### config.mk
export PLATFORM = sky130hd
export DESIGN_NAME = l0_stagger_fifo_flat
export DESIGN_NICKNAME = d
export VERILOG_FILES = /design/src/rtl/l0_stagger_fifo_if.sv /design/src/rtl/l0_stagger_fifo.sv /design/src/flat_wrapper.sv
export SDC_FILE = /design/constraint.sdc
export NUM_CORES = 2
export LEC_CHECK = 0
export CORE_ASPECT_RATIO = 0.5
export CORE_MARGIN = 1.5
export CORE_UTILIZATION = 56
export DETAILED_ROUTE_END_ITERATION = 6
export GPL_TIMING_DRIVEN = 0
export PLACE_DENSITY = 0.81
export REMOVE_ABC_BUFFERS = 1
export SLEW_MARGIN = 5
export SYNTH_ARGS = -nofsm -noshare
export SYNTH_HDL_FRONTEND = slang
export SYNTH_SLANG_ARGS = --single-unit
export TNS_END_PERCENT = 5
### constraint.sdc
create_clock -name clk -period 5 [get_ports clk]
set_input_delay 0.75 -clock clk [delete_from_list [all_inputs] [get_ports clk]]
set_output_delay 0.75 -clock clk [all_outputs]
set_load 0.01 [all_outputs]
### src/rtl/l0_stagger_fifo_if.sv
// Handshake/data bundle for the L0 staggered input FIFO.
// Optional o_err exists only when L0_ERR_FLAG_EN is defined.
interface l0_stagger_fifo_if #(
  parameter int row   = 8,
  parameter int bw    = 4,
  parameter int depth = 64
);
  localparam int CW = $clog2(depth) + 1;

  logic [row*bw-1:0] in;
  logic              wr;
  logic              rd;
  logic              mode;
  logic [row*bw-1:0] out;
  logic [row-1:0]    o_valid;
  logic              o_full;
  logic              o_afull;
  logic              o_ready;
  logic              o_empty;
  logic [CW-1:0]     o_count;
`ifdef L0_ERR_FLAG_EN
  logic              o_err;
`endif

  modport master (
    output in, wr, rd, mode,
    input  out, o_valid, o_full, o_afull,
    input  o_ready, o_empty, o_count
`ifdef L0_ERR_FLAG_EN
    , input o_err
`endif
  );

  modport slave (
    input  in, wr, rd, mode,
    output out, o_valid, o_full, o_afull,
    output o_ready, o_empty, o_count
`ifdef L0_ERR_FLAG_EN
    , output o_err
`endif
  );
endinterface

### src/rtl/l0_stagger_fifo.sv
// L0 systolic input buffer: row lanes of bw-bit FIFOs, skewed or broadcast read.
// Define L0_ERR_FLAG_EN to add the sticky overflow/underflow flag o_err.
module l0_stagger_fifo #(
  parameter int row      = 8,
  parameter int bw       = 4,
  parameter int depth    = 64,
  parameter int afull_th = 60
) (
  input logic           clk,
  input logic           reset,
  l0_stagger_fifo_if.slave bus
);
  localparam int AW = $clog2(depth);
  localparam int CW = AW + 1;

  logic [bw-1:0]     mem  [row][depth];
  logic [AW-1:0]     wptr [row];
  logic [AW-1:0]     rptr [row];
  logic [CW-1:0]     cnt  [row];
  logic [row-1:0]    rd_en;
  logic [row-1:0]    full_v;
  logic [row-1:0]    afull_v;
  logic [row-1:0]    empty_v;
  logic [row-1:0]    do_rd;
  logic              do_wr;
  logic [row*bw-1:0] out_q;
  logic [row-1:0]    valid_q;

  always_comb begin
    full_v  = '0;
    afull_v = '0;
    empty_v = '0;
    for (int i = 0; i < row; i++) begin
      full_v[i]  = (cnt[i] == CW'(depth));
      afull_v[i] = (cnt[i] >= CW'(afull_th));
      empty_v[i] = (cnt[i] == '0);
    end
  end

  // full/empty come from the pre-update counts: no write-at-full, no bypass
  assign do_wr = bus.wr && !(|full_v);
  assign do_rd = rd_en & ~empty_v;

  assign bus.o_full  = |full_v;
  assign bus.o_afull = |afull_v;
  assign bus.o_ready = ~(|full_v);
  assign bus.o_empty = &empty_v;
  assign bus.o_count = cnt[0];
  assign bus.out     = out_q;
  assign bus.o_valid = valid_q;

  always_ff @(posedge clk) begin
    if (do_wr) begin
      for (int i = 0; i < row; i++) begin
        mem[i][wptr[i]] <= bus.in[i*bw +: bw];
      end
    end
  end

  always_ff @(posedge clk) begin
    if (reset) begin
      rd_en   <= '0;
      out_q   <= '0;
      valid_q <= '0;
      for (int i = 0; i < row; i++) begin
        wptr[i] <= '0;
        rptr[i] <= '0;
        cnt[i]  <= '0;
      end
    end else begin
      if (bus.mode) begin
        rd_en <= {row{bus.rd}};
      end else begin
        rd_en <= {rd_en[row-2:0], bus.rd};
      end
      valid_q <= do_rd;
      for (int i = 0; i < row; i++) begin
        if (do_wr) begin
          wptr[i] <= wptr[i] + 1'b1;
        end
        if (do_rd[i]) begin
          out_q[i*bw +: bw] <= mem[i][rptr[i]];
          rptr[i]           <= rptr[i] + 1'b1;
        end
        cnt[i] <= cnt[i] + CW'(do_wr) - CW'(do_rd[i]);
      end
    end
  end

`ifdef L0_ERR_FLAG_EN
  logic err_q;

  always_ff @(posedge clk) begin
    if (reset) begin
      err_q <= 1'b0;
    end else if ((bus.wr && |full_v) || |(rd_en & empty_v)) begin
      err_q <= 1'b1;
    end
  end

  assign bus.o_err = err_q;
`endif

endmodule

### src/flat_wrapper.sv
// flat-port wrapper written by rule: the top's interface ports become plain ports
module l0_stagger_fifo_flat 
#(
  parameter int row      = 8,
  parameter int bw       = 4,
  parameter int depth    = 64,
  parameter int afull_th = 60
)
  (clk, reset, bus_in, bus_wr, bus_rd, bus_mode, bus_out, bus_o_valid, bus_o_full, bus_o_afull, bus_o_ready, bus_o_empty, bus_o_count);
  l0_stagger_fifo_if #(.row(row), .bw(bw), .depth(depth)) bus_i ();
  input logic clk;
  input logic reset;
  input wire logic [$bits(bus_i.in)-1:0] bus_in;
  input wire logic [$bits(bus_i.wr)-1:0] bus_wr;
  input wire logic [$bits(bus_i.rd)-1:0] bus_rd;
  input wire logic [$bits(bus_i.mode)-1:0] bus_mode;
  output wire logic [$bits(bus_i.out)-1:0] bus_out;
  output wire logic [$bits(bus_i.o_valid)-1:0] bus_o_valid;
  output wire logic [$bits(bus_i.o_full)-1:0] bus_o_full;
  output wire logic [$bits(bus_i.o_afull)-1:0] bus_o_afull;
  output wire logic [$bits(bus_i.o_ready)-1:0] bus_o_ready;
  output wire logic [$bits(bus_i.o_empty)-1:0] bus_o_empty;
  output wire logic [$bits(bus_i.o_count)-1:0] bus_o_count;
  assign bus_i.in = bus_in;
  assign bus_i.wr = bus_wr;
  assign bus_i.rd = bus_rd;
  assign bus_i.mode = bus_mode;
  assign bus_out = bus_i.out;
  assign bus_o_valid = bus_i.o_valid;
  assign bus_o_full = bus_i.o_full;
  assign bus_o_afull = bus_i.o_afull;
  assign bus_o_ready = bus_i.o_ready;
  assign bus_o_empty = bus_i.o_empty;
  assign bus_o_count = bus_i.o_count;
  l0_stagger_fifo #(.row(row), .bw(bw), .depth(depth), .afull_th(afull_th)) u_core (.clk(clk), .reset(reset), .bus(bus_i));
endmodule
After elaboration in Yosys (flattened, before gate mapping)
Memory sizes are Yosys's and may differ from the RTL's. Cells that the tools add are included.

Memories kept: 4. Latch bits: 0. Word-level logic and storage cells: 253. Memory bits (writable): 2200. Input port bits: 37. Bits in registers: 48. ROM bits: 0.

Divide/modulo/power cells: 0. Equality and inequality tests: 8. Reduce and logical (&&, ||, !) cells: 21. Bitwise gates (word level): 43. Shifts and indexed selects: 0. Mux-type cells: 103. Multiply operators: 0. Add/sub/neg operators: 32. $lt $le $gt $ge: 32.

Memories: u_core.mem (words 8, bits a word 256, rd ports 8, clocked after Yosys merged registers in 0, wr ports 8, RTL line l0_stagger_fifo.sv:16) `logic [bw-1:0] mem [row][depth];`; u_core.cnt (words 8, bits a word 7, rd ports 8, clocked after Yosys merged registers in 0, wr ports 8, RTL line l0_stagger_fifo.sv:19) `logic [CW-1:0] cnt [row];`; u_core.rptr (words 8, bits a word 6, rd ports 8, clocked after Yosys merged registers in 0, wr ports 8, RTL line l0_stagger_fifo.sv:18) `logic [AW-1:0] rptr [row];`; u_core.wptr (words 8, bits a word 6, rd ports 8, clocked after Yosys merged registers in 0, wr ports 8, RTL line l0_stagger_fifo.sv:17) `logic [AW-1:0] wptr [row];`.

Operators by type and width (number): 2-to-1 mux 256 bit (8); binary-select mux 4 bit (select 6 bit) (8); demux 4 bit (select 6 bit) (8); greater-or-equal comparator 7 bit, second input constant (16); inverter 6 -> 7 bit (16); adder 6 x 1 -> 6 bit, second input constant (16); 2-to-1 mux 4 bit (24); 2-to-1 mux 6 bit (16); adder 7 x 1 -> 7 bit (8); == test 7 bit, second input constant (8); greater-or-equal comparator 7 x 6 -> 1 bit, second input constant (8); zero test 7 bit (8); < comparator 7 x 1 -> 1 bit, second input constant (8); 2-to-1 mux 7 bit (8); subtractor 7 x 1 -> 7 bit (8); 2-to-1 mux 1 bit (30); bitwise OR 1 bit (24); OR reduction 8 bit (2); logical AND 1 bit (9); AND 8 bit (1); 2-to-1 mux 8 bit (1); inverter 8 bit (1); AND reduction 8 bit (1); zero test 1 bit (1); inverter 1 bit (1).

Logic depth before layout (Yosys ltp)
Depth in word-level cells: 8. Mapped depth: 18. Gate-level depth less buffers: 16.

Worst setup path after synthesis
OpenSTA, ideal clock, no wires.

Path type: flip-flop to flip-flop. Start point: mem u_core.cnt[1][16] (netlist name). End point: mem u_core.cnt[0][20] (netlist name). Arrival: 3.507 ns. Cell stages (with the launch flop): 19. Library setup time: 0.132 ns. Setup slack: 1.362 ns. Buffers on the path: 2. Clock period less this slack: 3.638 ns. Data required time: 4.868 ns. Cell sequence: dfxtp_1 -> inv_1 -> ha_1 -> nor4bb_1 -> a222oi_1 -> inv_1 -> or4b_1 -> buf_2 -> inv_2 -> buf_2 -> ha_1 -> inv_1 -> fa_1 -> nand2b_1 -> a21oi_1 -> o21ai_0 -> a21oi_1 -> o21a_1 -> nor3_1.

RTL lines (RTL line): start, declared (l0_stagger_fifo.sv:19).

==> results.py <==
metrics = {
    "status": {
        "status": "finished, violations left",
        "violations": "DRC",
    },
    "finish": {
        "final_core_util_pct": 63.3,
        "fillers": 10300,
        "syn_to_final_growth_pct": 11.8,
        "regArea_sq_um": 66500,
        "final_cells": 7481,
        "antenna_cells": 0,
        "multi_input_area_sq_um": 23400,
        "drive_above_1_share_pct": 17.9,
        "nets": 5329,
    },
    "setup_path": {
        "rr_worst_depth": 10,
        "crit_top_cell": "inv_1",
        "cp_slowest_cell": "or4b_2",
        "critPathLaunchType": "flip-flop",
        "worst-path-max-fanout": 57,
        "crit_arrival_ps": 5190,
        "critPathCaptureType": "flip-flop",
        "worstReg2RegEnd": "u_core.mem[0][1010]",
        "path_cells": "inv_1 -> ha_1 -> nor4bb_1 -> a222oi_1 -> inv_1 -> or4b_2 -> buf_12 -> clkinv_8 -> nand4b_1 -> nor2_1",
        "criticalPathCategory": "reg2reg",
        "cp.required_ps": 5480,
        "r2r_setup_slack_ps": 300,
        "crit_start": "u_core.cnt[0][2]",
        "reg2reg_from": "u_core.cnt[0][2]",
        "slowest_delay_ps": 880,
    },
    "floorplan": {
        "die_width_microns": 575,
        "die_area_sq_um": 166000,
        "pin_count": 88,
        "core_area_sq_um": 162000,
        "dieHeight_microns": 289,
        "start_util_pct": 56.6,
        "rows": 104,
    },
    "synth": {
        "syn_area_sq_um": 91500,
        "yosysTopAreaCell": "edfxtp_1",
        "synth_flop_cell": "edfxtp_1",
        "synthSimpleGateAreaFrac_pct": 5.90,
        "seq_area_frac_synth_pct": 72.6,
        "synth_edf_count": 2144,
        "synthAdderAreaFrac_pct": 1.82,
        "synthTopCellsByArea": "edfxtp_1, mux4_2, nor2_1",
        "ys_types": 60,
        "synth_top_family_by_area": "multiplexers",
        "synth_top_area_share_pct": 70.3,
        "synth_mux_area_share_pct": 14.8,
        "synth_xor_area_share_pct": 0.880,
        "synth_compound_area_share_pct": 2.22,
        "synth_cells": 5068,
        "ys_async_sr_fraction_pct": 0,
        "syn-mean-instance-area_sq_um": 18.1,
        "ys_seq_elements": 2248,
        "yosysWarningCount": 0,
    },
    "clock_tree": {
        "cts_root_buf": "clkbuf_16",
        "htree_levels": 4,
        "cts_buffer_depth": 4,
        "cts_tree": "done",
        "clk_pin_slew_ps": 70,
        "numCtsBuffers": 191,
        "hold_buffers": 0,
        "insertion_delay_ps": 850,
        "cts_num_sinks": 2248,
    },
    "global_route": {
        "grt_pass1_vias": 48900,
        "grt_max_degree": 70,
        "grt_pass1_wl_microns": 299000,
        "grt_usage_pct": 23.7,
        "grt_overflow": 0,
        "antenna_found_initial": 5,
    },
    "place": {
        "portBuffers": 87,
        "place_ws_ps": -745,
        "place_inst": 7137,
        "post-dp-hpwl_microns": 124000,
        "gp_congestion": 0.865,
    },
    "timing": {
        "timing.fmax_ghz": 0.213,
        "drv_slew": 0,
        "fin_crit_sh_pct": 94.1,
        "setup_viol": 0,
        "post-route-min-period_ps": 4700,
        "worst_slew_pin_slew_ps": 1470,
        "finalClockSkew_ps": 82.7,
        "finalHoldViolCount": 0,
        "max_slew_margin_pct": 1.43,
        "worst_slack_ps": 297,
        "rsz0062_at_grt": "no",
    },
    "routing": {
        "drt_iter0_markers": 5372,
        "drt-pass1-iter-count": 7,
        "routedWlPerCell_microns": 26.5,
        "drtAntennaViolNets": 0,
        "vias": 47700,
        "wirelength_microns": 198000,
        "drc": 1,
        "routed_via_density": 6.38,
    },
    "power_and_ir_drop": {
        "vdd_drop_max_uv": 320,
        "swShare_pct": 27.4,
        "comb_power_share_pct": 17.7,
        "seqPwrFrac_pct": 50.5,
        "p_sw_w": 0.0124,
        "p_leak_nw": 32.3,
        "p_int_w": 0.0327,
        "clock_power_share_pct": 31.8,
        "powerDensity_nw_per_um2": 440,
    },
    "worst_hold_path": {
        "holdPathStages": 1,
        "hold_end": "u_core.mem[0][906]",
        "hp-start": "bus_in[14]",
        "hp-class": "in2reg",
    },
    "run": {
        "maxCapViolCount": 0,
    },
}
## state kept, by name, indices dropped and copies added, names as in the netlist
name,cells
u_core.bus.o_valid,8
u_core.bus.out,32
u_core.rptr,48
u_core.wptr,48
u_core.mem,2048
u_core.cnt,56
u_core.rd_en,8
## stage by stage
| stage | setup TNS (ps) | hold slack, ps | area, sq um | total power [W] |
|---|---|---|---|---|
| after floorplan | 0 | 440 | 90300 | 0.0278 |
| after global placement | -1614700 | 463 | 93900 | 0.0302 |
| after detailed placement | -318650 | 461 | 96400 | 0.0308 |
| after CTS | 0 | 105 | 102000 | 0.0451 |
| after global routing | 0 | 128 | 102000 | 0.0466 |
| final | 0 | 151 | 102000 | 0.0450 |
## worst max-delay path by stage
stage,cells after the start,slack [ps],endpoint
6_report,10,300,u_core.mem[0][1010]
5_1_grt,17,100,u_core.cnt[0][27]
4_1_cts,10,30,u_core.mem[0][339]
3_5_place_dp,10,-750,u_core.mem[0][135]
3_3_place_gp,3,-5310,u_core.wptr[0][5]
2_1_floorplan,5,390,u_core.bus.out[16]
## Yosys cell counts, drive strengths merged, types with 36 or more instances
library cell and count:
mux2i 203, nand2 107, nand3 80, dfxtp 104, nor3 49, a21oi 55, mux4 503, inv 113
edfxtp 2144, buf 143, xor2 38, ha 120, clkbuf 156, xnor2 54, a22oi 47, o21ai 36
nor2 685, nor2b 41
## kinds of logic after synthesis
group	count (synthesis)
AOI/OAI and AO/OA	293
xor gates and xnor gates	92
adders and majority gates	128
buffers and inverters	413
DFF	2248
muxes	720
and+or+nand+nor	1174
## worst max-delay path: cells and delay by family, from the launching register on
family,cells,cell delay (ps)
buffers and inverters,4,730
DFF,1,430
AOI/OAI and AO/OA,1,290
and+or+nand+nor,4,2560
adders and majority gates,1,240
## layout make-up
cell class                 instances  share of cell area [%]
sequential                      2248                    64.9
multi-input combinational       2407                    22.9
clock buffer                     252                    4.99
timing repair buffer             202                    3.39
tap                             2173                    2.66
clock inverter                    85                   0.692
inverter                         114                   0.430
## cells in the final DEF, fill, tap and decap left out, types with 36 or more instances in the layout
master           netlist  final
xnor2_1               54     54
mux4_2               503    503
clkbuf_16              0    193
edfxtp_1            2144   2144
inv_1                112    111
a22oi_1               47     47
nor3_1                49     48
xor2_1                38     38
a21oi_1               55     55
ha_1                 120    120
clkdlybuf4s50_1        0     54
nand2_1              107    105
o21ai_0               36     36
nor2_1               685    685
buf_16                 0     74
mux2i_1              203    203
clkbuf_1             155     53
dfxtp_1              104    104
nor2b_1               41     41
nand3_1               80     80
## power groups by stage
stage | logic [W] | registers [W] | clock network (W)
2_1_floorplan | 0.00475 | 0.0230 | 0
3_3_place_gp | 0.00673 | 0.0235 | 0
3_5_place_dp | 0.00774 | 0.0231 | 0
4_1_cts | 0.00788 | 0.0227 | 0.0144
5_1_grt | 0.00859 | 0.0228 | 0.0152
6_report | 0.00798 | 0.0227 | 0.0143
## repair_timing
action / 4_1_cts / 5_1_grt
endpoints found under the setup margin: 1193 / 627
gates resized for setup: 2 / 3
pin swaps: 3 / 0
setup buffers: 3 / 0
## layer usage
metal | up-vias | routed length, microns | track usage, % | share of wire (%)
met4 | 0 | 6610 | 7.49 | 3.3
met5 | - | 0 | 0 | 0
met3 | 474 | 15800 | 3.90 | 8.0
met1 | 24400 | 73100 | 30.7 | 37
met2 | 2625 | 102000 | 41.6 | 52
li1 | 20200 | - | - | -
(Power assumes the default switching activity.)
